## src/rtl/dmem_arbiter.sv

```systemverilog
// dmem_arbiter: shares a single-port data memory between the core load/store unit and the loader.
// Build option DMEM_ARB_RR_EN selects round-robin arbitration instead of core priority + starvation guard.

module dmem_arbiter #(
  parameter int ADDR_W     = 32,
  parameter int DATA_W     = 32,
  parameter int STARVE_MAX = 8
) (
  input  logic              clk,
  input  logic              rstn,
  input  logic              core_req,
  input  logic              core_we,
  input  logic [ADDR_W-1:0] core_addr,
  input  logic [DATA_W-1:0] core_wd,
  output logic              core_gnt,
  output logic              core_rvalid,
  output logic [DATA_W-1:0] core_rd,
  input  logic              ld_req,
  input  logic              ld_we,
  input  logic [ADDR_W-1:0] ld_addr,
  input  logic [DATA_W-1:0] ld_wd,
  output logic              ld_gnt,
  output logic              ld_rvalid,
  output logic [DATA_W-1:0] ld_rd,
  output logic              mem_we,
  output logic [ADDR_W-1:0] mem_a,
  output logic [DATA_W-1:0] mem_wd,
  input  logic [DATA_W-1:0] mem_rd,
  output logic              starve_active
);

  typedef enum logic {OWN_CORE = 1'b0, OWN_LD = 1'b1} owner_e;

  logic              w_ld_pri;
  logic              w_sel_ld;
  logic              w_sel_core;
  logic              w_read_gnt;
  logic              r_pend_v;
  owner_e            r_pend_owner;
  logic [DATA_W-1:0] r_core_rd;
  logic [DATA_W-1:0] r_ld_rd;

`ifdef DMEM_ARB_RR_EN
  owner_e r_last_owner;

  // Loader wins a tie only if the core was the last one served.
  assign w_ld_pri      = (r_last_owner == OWN_CORE);
  assign starve_active = 1'b0;

  always_ff @(posedge clk) begin
    if (!rstn) begin
      r_last_owner <= OWN_CORE;
    end else if (w_sel_ld || w_sel_core) begin
      r_last_owner <= w_sel_ld ? OWN_LD : OWN_CORE;
    end
  end
`else
  localparam logic [7:0] STARVE_LIM = 8'(STARVE_MAX - 1);

  logic [7:0] r_starve_cnt;
  logic       r_starve_active;

  assign w_ld_pri      = r_starve_active;
  assign starve_active = rstn & r_starve_active;

  // NOTE: sequential state uses non-blocking assignments only, so every register samples pre-edge values.
  always_ff @(posedge clk) begin
    if (!rstn) begin
      r_starve_cnt    <= '0;
      r_starve_active <= 1'b0;
    end else begin
      if (w_sel_ld || !ld_req) begin
        r_starve_cnt <= '0;
      end else if (r_starve_cnt != 8'hFF) begin
        r_starve_cnt <= r_starve_cnt + 8'd1;
      end
      // A grant clears forced priority even in the cycle the limit is reached.
      if (w_sel_ld) begin
        r_starve_active <= 1'b0;
      end else if (ld_req && (r_starve_cnt == STARVE_LIM)) begin
        r_starve_active <= 1'b1;
      end
    end
  end
`endif

  assign w_sel_ld   = rstn & ld_req & (~core_req | w_ld_pri);
  assign w_sel_core = rstn & core_req & ~w_sel_ld;
  assign core_gnt   = w_sel_core;
  assign ld_gnt     = w_sel_ld;

  // Idle cycles present the core fields with mem_we low; the resulting read is never returned.
  assign mem_a      = w_sel_ld ? ld_addr : core_addr;
  assign mem_wd     = w_sel_ld ? ld_wd   : core_wd;
  assign mem_we     = w_sel_ld ? ld_we   : (w_sel_core & core_we);
  assign w_read_gnt = (w_sel_ld | w_sel_core) & ~mem_we;

  always_ff @(posedge clk) begin
    if (!rstn) begin
      r_pend_v     <= 1'b0;
      r_pend_owner <= OWN_CORE;
      r_core_rd    <= '0;
      r_ld_rd      <= '0;
    end else begin
      r_pend_v     <= w_read_gnt;
      r_pend_owner <= w_sel_ld ? OWN_LD : OWN_CORE;
      if (core_rvalid) r_core_rd <= mem_rd;
      if (ld_rvalid)   r_ld_rd   <= mem_rd;
    end
  end

  // NOTE: return outputs are gated by rstn so a read granted just before reset never surfaces.
  assign core_rvalid = rstn & r_pend_v & (r_pend_owner == OWN_CORE);
  assign ld_rvalid   = rstn & r_pend_v & (r_pend_owner == OWN_LD);
  assign core_rd     = !rstn ? '0 : (core_rvalid ? mem_rd : r_core_rd);
  assign ld_rd       = !rstn ? '0 : (ld_rvalid   ? mem_rd : r_ld_rd);

endmodule

```

## config.mk

```make
export PLATFORM = sky130hd
export DESIGN_NAME = dmem_arbiter
export DESIGN_NICKNAME = d
export VERILOG_FILES = /design/src/rtl/dmem_arbiter.sv
export SDC_FILE = /design/constraint.sdc
export NUM_CORES = 1
export LEC_CHECK = 0
export CORE_AREA = 2 2 117 119
export DETAILED_ROUTE_END_ITERATION = 6
export DIE_AREA = 0 0 119 121
export PLACE_DENSITY_LB_ADDON = 0.15
export SLEW_MARGIN = 40
export SYNTH_ARGS = -nofsm -noshare
export SYNTH_HDL_FRONTEND = slang
export SYNTH_SLANG_ARGS = --single-unit
export TNS_END_PERCENT = 100
```

## constraint.sdc

```tcl
create_clock -name clk -period 3.7 [get_ports clk]
set_input_delay 0.37 -clock clk [delete_from_list [all_inputs] [get_ports clk]]
set_output_delay 0.37 -clock clk [all_outputs]
set_load 0.05 [all_outputs]
```

==> impl_metrics.tcl, run 1 <==
set metrics [dict create \
    cts-htree-levels 3 \
    end_of_the_worst_register_to_register_path "r_ld_rd[23]$_DFF_P_" \
    min_path_cells 2 \
    timing_worst_setup_path_type "in2out" \
    post_cts_resized 0 \
    clk_pin_slew_ns 0.06 \
    max_slew.worst_pin.slew_ns 0.547 \
    synth_seq_area_share_pct 42.0 \
    cp_data_arrival_time_ns 2.69 \
    first_global_vias 3960 \
    final.setup.tns_ns 0 \
    postCtsSetupRepairBufs 0 \
    crit_required_ns 3.33 \
    p_switching_mw 0.747 \
    timing.clock.skew_ns 0.00464 \
    area_used_by_multi_input_combinational_logic_sq_um 1930 \
    fin_nets 869 \
    r2r_start "r_pend_v$_SDFF_PN0_" \
    synth.cell_area_sq_um 3580 \
    cap_violations 0 \
    seq_power_share_pct 33.5 \
    dieHeight_um 121 \
    irDropWorstVdd_uv 259 \
    combinationalPowerShare_pct 28.8 \
    power_density_nw_per_um2 358 \
    ff2ff_setup_slack_ns 2.29 \
    tritoncts "done" \
    grt_usage_pct 20.0 \
    clkLatencyLatePin_ns 0.33 \
    detailroute.via_count 3928 \
    maximum_number_of_pins_on_one_net_before_global_route_repair 49 \
    total_leakage_power_nw 2.66 \
    design.portCount 300 \
    post_synth.cell_area_avg_sq_um 8.62 \
    clock_sink_count 75 \
    area_growth_syn_to_layout_pct 94.7 \
    clockRootBuffer "sky130_fd_sc_hd__clkbuf_16" \
    unrepaired_setup_endpoints_after_global_routing "false" \
    timing.final.max_slew_violations 0 \
    place_congestion 0.894 \
    grt_first_pass_wirelength_um 22000 \
    grt_overflow_total 0 \
    slew-limit-headroom_pct 63.4 \
    post-dp-hpwl_um 12200 \
    critical_path_peak_fanout 22 \
    outcome "complete, no violations" \
    placementRows 42 \
    drive_above_1_share_pct 18.8 \
    postRouteAntennaNets 0 \
    drt-pass1-iter-count 4 \
    p_int_mw 1.75 \
    holdCritPathClass "reg2reg" \
    dieArea_sq_um 14400 \
    coreArea_sq_um 13100 \
    drt_first_iter_violations 144 \
    die_width_um 119 \
    period_share_pct 82.6 \
    holdCritStartpoint "r_starve_cnt[1]$_SDFFE_PP0P_" \
    routed_wirelength_um 15000 \
    fmax_mhz 327 \
    synth_nets 582 \
    timing.final.crit_period_ns 3.06 \
    clock_tree.buffer_depth 2 \
    worstRegToRegCells 3 \
    count_of_synthesis_stage_warnings_from_yosys 0 \
    cts_made_buffers 9 \
    worstSetupStartpointType "input pin" \
    port-buffer-count 299 \
    clockPowerShare_pct 37.8 \
    design_power_mw 2.49 \
    netlist-cell-type-count 32 \
    num_antenna_cells 0 \
    finalHoldViolCount 0 \
    timing.critical_path.to_type "primary output" \
    worst_hold_path.endpoint "r_starve_cnt[1]$_SDFFE_PP0P_" \
    remaining_drc_errors 0 \
    synth.ff_latch_count 75 \
    wl_per_cell_um 17.0 \
    starting_density_pct 27.3 \
    final.fill_count 1217 \
    cts_hold_buf 0 \
    route.detailed.vias_per_inst 4.45 \
    p_sw_share_pct 29.9 \
    antenna_violations_before_repair 0 \
    setup_viol_count_final 0 \
    seqCellArea_sq_um 1500 \
    netlist_instances 415 \
]
==> cell usage after synthesis <==
cell	instances	area (sq um)
sky130_fd_sc_hd__a21boi_0	2	15.0
sky130_fd_sc_hd__a21oi_1	3	15.0
sky130_fd_sc_hd__a311oi_1	1	8.76
sky130_fd_sc_hd__a31oi_1	4	25.0
sky130_fd_sc_hd__and2_1	1	6.26
sky130_fd_sc_hd__and3_1	6	37.5
sky130_fd_sc_hd__and3b_1	1	8.76
sky130_fd_sc_hd__and4_1	2	17.5
sky130_fd_sc_hd__and4b_1	1	10.0
sky130_fd_sc_hd__buf_1	3	11.3
sky130_fd_sc_hd__buf_2	7	35.0
sky130_fd_sc_hd__buf_6	3	33.8
sky130_fd_sc_hd__clkbuf_1	19	71.3
sky130_fd_sc_hd__dfxtp_1	75	1500
sky130_fd_sc_hd__ha_1	1	12.5
sky130_fd_sc_hd__inv_1	2	7.51
sky130_fd_sc_hd__mux2_2	48	541
sky130_fd_sc_hd__mux2_4	16	240
sky130_fd_sc_hd__nand2_1	131	492
sky130_fd_sc_hd__nand2b_2	1	8.76
sky130_fd_sc_hd__nand3_1	3	15.0
sky130_fd_sc_hd__nand3_2	1	10.0
sky130_fd_sc_hd__nand3b_1	2	15.0
sky130_fd_sc_hd__nand4_1	2	12.5
sky130_fd_sc_hd__nand4b_1	2	17.5
sky130_fd_sc_hd__nor2_1	1	3.75
sky130_fd_sc_hd__nor3_1	3	15.0
sky130_fd_sc_hd__nor3b_1	1	7.51
sky130_fd_sc_hd__nor4_1	1	6.26
sky130_fd_sc_hd__nor4bb_1	2	20.0
sky130_fd_sc_hd__o211a_1	1	10.0
sky130_fd_sc_hd__o21ai_0	69	345
==> power by group through the flow <==
stage               Sequential [mW]  Clock [mW]  Combinational [mW]
detailed placement            0.852           0               0.719
global placement              0.851           0               0.716
floorplan                     0.851           0               0.381
CTS                           0.834       0.969               0.722
finish                        0.834       0.942               0.718
global route                  0.836        1.01               0.752
==> state kept, by name, indices dropped and copies added, names as in the netlist <==
name / cells
r_pend_v: 1
r_pend_owner: 1
r_ld_rd: 32
r_starve_active: 1
r_starve_cnt: 8
r_core_rd: 32
==> cells in the final DEF, fill, tap and decap left out, types with 4 or more instances in the layout <==
master	Yosys	routed
sky130_fd_sc_hd__clkdlybuf4s50_1	0	259
sky130_fd_sc_hd__nand2_1	131	131
sky130_fd_sc_hd__dfxtp_1	75	75
sky130_fd_sc_hd__o21ai_0	69	69
sky130_fd_sc_hd__mux2_2	48	48
sky130_fd_sc_hd__buf_4	0	46
sky130_fd_sc_hd__mux2_4	16	16
sky130_fd_sc_hd__clkbuf_16	0	9
sky130_fd_sc_hd__and3_1	6	5
sky130_fd_sc_hd__a31oi_1	4	4
==> metal layers <==
layer | track usage, % | vias up | routed length [um]
met5 | 0 | - | 0
met4 | 4.24 | 0 | 185
met3 | 10.7 | 16 | 1610
met2 | 34.0 | 166 | 7420
met1 | 22.2 | 1758 | 5770
li1 | - | 1988 | -
==> per-stage QoR <==
step / area (sq um) / hold slack, ns / cells / setup WS (ns) / util (%)
CTS: 6960 / 0.490 / 883 / 0.646 / 53.2
global placement: 6640 / 0.469 / 867 / 0.722 / 50.7
detailed placement: 6640 / 0.478 / 867 / 0.659 / 50.7
global route: 6960 / 0.512 / 883 / 0.525 / 53.2
finish: 6960 / 0.484 / 883 / 0.645 / 53.2
floorplan: 3580 / 0.456 / 415 / 1.03 / -
==> worst max-delay path by stage <==
stage | from | end | slack, ns | cells after the start
finish | ld_req | mem_wd[3] | 0.64 | 5
global route | core_req | mem_we | 0.53 | 7
CTS | core_req | mem_wd[3] | 0.65 | 6
detailed placement | core_req | mem_wd[3] | 0.66 | 6
global placement | core_req | mem_a[29] | 0.72 | 6
floorplan | r_starve_active$_SDFFE_PP0P_ | mem_we | 1.03 | 6
==> critical path, stage by stage <==
cell and delay [ns]:
sky130_fd_sc_hd__clkdlybuf4s50_1 0.63, sky130_fd_sc_hd__nand3_4 0.33, sky130_fd_sc_hd__buf_12 0.28, sky130_fd_sc_hd__mux2_2 0.24, sky130_fd_sc_hd__clkdlybuf4s50_1 0.81
==> logic make-up after synthesis <==
| family | count (synthesis) | synth area share, % |
|---|---|---|
| and+or+nand+nor | 161 | 19.7 |
| buffers and inverters | 34 | 4.44 |
| muxes | 64 | 21.8 |
| DFF | 75 | 42.0 |
| AOI/OAI and AO/OA | 80 | 11.7 |
| adders and majority gates | 1 | 0.350 |
==> layout make-up <==
class | count | share of cell area [%]
flip-flops and latches | 75 | 21.6
clock buffers | 9 | 3.23
well taps | 176 | 3.16
inverters | 2 | 0.108
multi-input cells | 306 | 27.7
clock inverters | 7 | 1.44
repair buffers | 308 | 42.8
Note: power is estimated with default switching activity, not from simulation.
==> inputs of run 2 (changes only) <==
==> constraint.sdc (replaced) <==
create_clock -name clk -period 2.95 [get_ports clk]
set_input_delay 0.295 -clock clk [delete_from_list [all_inputs] [get_ports clk]]
set_output_delay 0.295 -clock clk [all_outputs]
set_load 0.05 [all_outputs]
==> impl_metrics.tcl, run 2 (same netlist as run 1, synthesis figures left out) <==
set metrics [dict create \
    outcome "complete, no violations" \
    timing_worst_setup_path_type "in2out" \
    tritoncts "done" \
    critical_path_peak_fanout 30 \
    layout.cells.most_common_list "sky130_fd_sc_hd__clkdlybuf4s50_1 (165), sky130_fd_sc_hd__nand2_1 (131), sky130_fd_sc_hd__buf_4 (82)" \
    final.setup.worst_slack_ns 0.523 \
    final.setup.tns_ns 0 \
    design_power_mw 3.23 \
    cts_made_buffers 9 \
    dieHeight_um 121 \
    post_cts_resized 0 \
    grt_overflow_total 0 \
    period_share_pct 82.3 \
    layout_commonest_cell "sky130_fd_sc_hd__clkdlybuf4s50_1" \
    drt_first_iter_violations 195 \
    route.detailed.vias_per_inst 4.48 \
    clk_pin_slew_ns 0.05 \
    port-buffer-count 299 \
    wl_per_cell_um 18.7 \
    fmax_mhz 412 \
    setup_viol_count_final 0 \
    holdCritPathClass "in2reg" \
    worstSetupStartpointType "input pin" \
    final.hold.worst_slack_ns 0.340 \
    irDropWorstVdd_uv 241 \
    clock_tree.buffer_depth 2 \
    biggestRegsByFlops "r_core_rd x32, r_ld_rd x32, r_starve_cnt x8" \
    grt_first_pass_wirelength_um 23300 \
    crit_family "buffers and inverters" \
    timing.clock.skew_ns 0.00833 \
    maximum_number_of_pins_on_one_net_before_global_route_repair 64 \
    dieArea_sq_um 14400 \
    timing.critical_path.to_type "primary output" \
    placementRows 42 \
    total_leakage_power_nw 3.04 \
    critical_path.slowest_cell "sky130_fd_sc_hd__clkdlybuf4s50_1" \
    place_congestion 0.853 \
    postRouteAntennaNets 0 \
    starting_density_pct 27.3 \
    critical_path.max_stage_delay_ns 0.58 \
    crit_required_ns 2.65 \
    max_slew.worst_pin.slew_ns 0.659 \
    cts_hold_buf 0 \
    unrepaired_setup_endpoints_after_global_routing "false" \
    cp_data_arrival_time_ns 2.13 \
    die_width_um 119 \
    fin_nets 866 \
    antenna_violations_before_repair 2 \
    postCtsSetupRepairBufs 0 \
    post-dp-hpwl_um 13500 \
    design.portCount 300 \
    critPathBufInv 3 \
    setup_slack_at_placement_ns 0.532 \
    power_density_nw_per_um2 438 \
    timing.final.crit_period_ns 2.43 \
    clkLatencyLatePin_ns 0.33 \
    timing.final.max_slew_violations 0 \
    remaining_drc_errors 0 \
    cap_violations 0 \
    drive_above_1_share_pct 31.7 \
    finalHoldViolCount 0 \
    drt-pass1-iter-count 4 \
    final.fill_count 1183 \
    crit_path_cell_trace "clkdlybuf4s50_1, nand2b_2, nand3_4, buf_12, mux2_2, buf_4" \
    routed_wirelength_um 16400 \
    clockRootBuffer "sky130_fd_sc_hd__clkbuf_16" \
    first_global_vias 3952 \
    area_growth_syn_to_layout_pct 107 \
    detailroute.via_count 3946 \
    slew-limit-headroom_pct 56.1 \
    clock_sink_count 75 \
    cts-htree-levels 3 \
    grt_usage_pct 21.7 \
    coreArea_sq_um 13100 \
]
[run 2: cell types whose count changed in the layout (fill, tap and decap cells not counted)]
cell / delta
sky130_fd_sc_hd__buf_12: +55
sky130_fd_sc_hd__buf_4: +36
sky130_fd_sc_hd__clkbuf_8: +1
sky130_fd_sc_hd__clkdlybuf4s50_1: -94
sky130_fd_sc_hd__clkinv_2: +2
sky130_fd_sc_hd__clkinvlp_4: -2
sky130_fd_sc_hd__diode_2: +2
sky130_fd_sc_hd__inv_6: -2
[run 2: worst register-to-register path: cells and delay by family, from the launching register on]
family / cells / cell delay, ns
buffers and inverters: 1 / 0.26
AOI/OAI and AO/OA: 1 / 0.16
DFF: 1 / 0.30
and+or+nand+nor: 2 / 0.64
[run 2: cell type report]
class                           instances  area (sq um)  area share [%]
Tap cell                              176           220            2.98
Antenna cell                            2          5.00          0.0677
Clock buffer                           10           239            3.23
Multi-Input combinational cell        306          1930            26.1
Sequential cell                        75          1500            20.3
Timing Repair Buffer                  305          3410            46.2
Inverter                                2          7.51           0.102
Clock inverter                          5          77.6            1.05
[run 2: final timing paths]
path / slack [ns] / to / start / depth (start not counted)
max: 0.52 / mem_a[28] / core_req / 6
max reg2reg: 1.46 / r_core_rd[7]$_DFF_P_ / r_pend_owner$_SDFF_PN0_ / 4
min reg2reg: 0.49 / r_core_rd[23]$_DFF_P_ / r_core_rd[23]$_DFF_P_ / 2
min: 0.34 / r_starve_active$_SDFFE_PP0P_ / rstn / 2
[run 2: where the power goes]
part	internal (mW)	switching, mW
registers	1.04	0.00694
clock network	0.755	0.400
logic	0.508	0.524
total	2.30	0.930
[run 2: metal layers]
layer | global-route usage (%) | wire, um
met3 | 9.35 | 1400
met1 | 26.0 | 6850
met5 | 0 | 0
met2 | 35.6 | 8080
met4 | 5.73 | 106
[run 2: per-stage QoR]
stage / instance area [sq um] / cells / utilization [%]
global placement: 7070 / 864 / 54.0
detailed placement: 7070 / 864 / 54.0
global route: 7390 / 881 / 56.5
CTS: 7380 / 879 / 56.4
floorplan: 3580 / 415 / -
finish: 7390 / 881 / 56.5
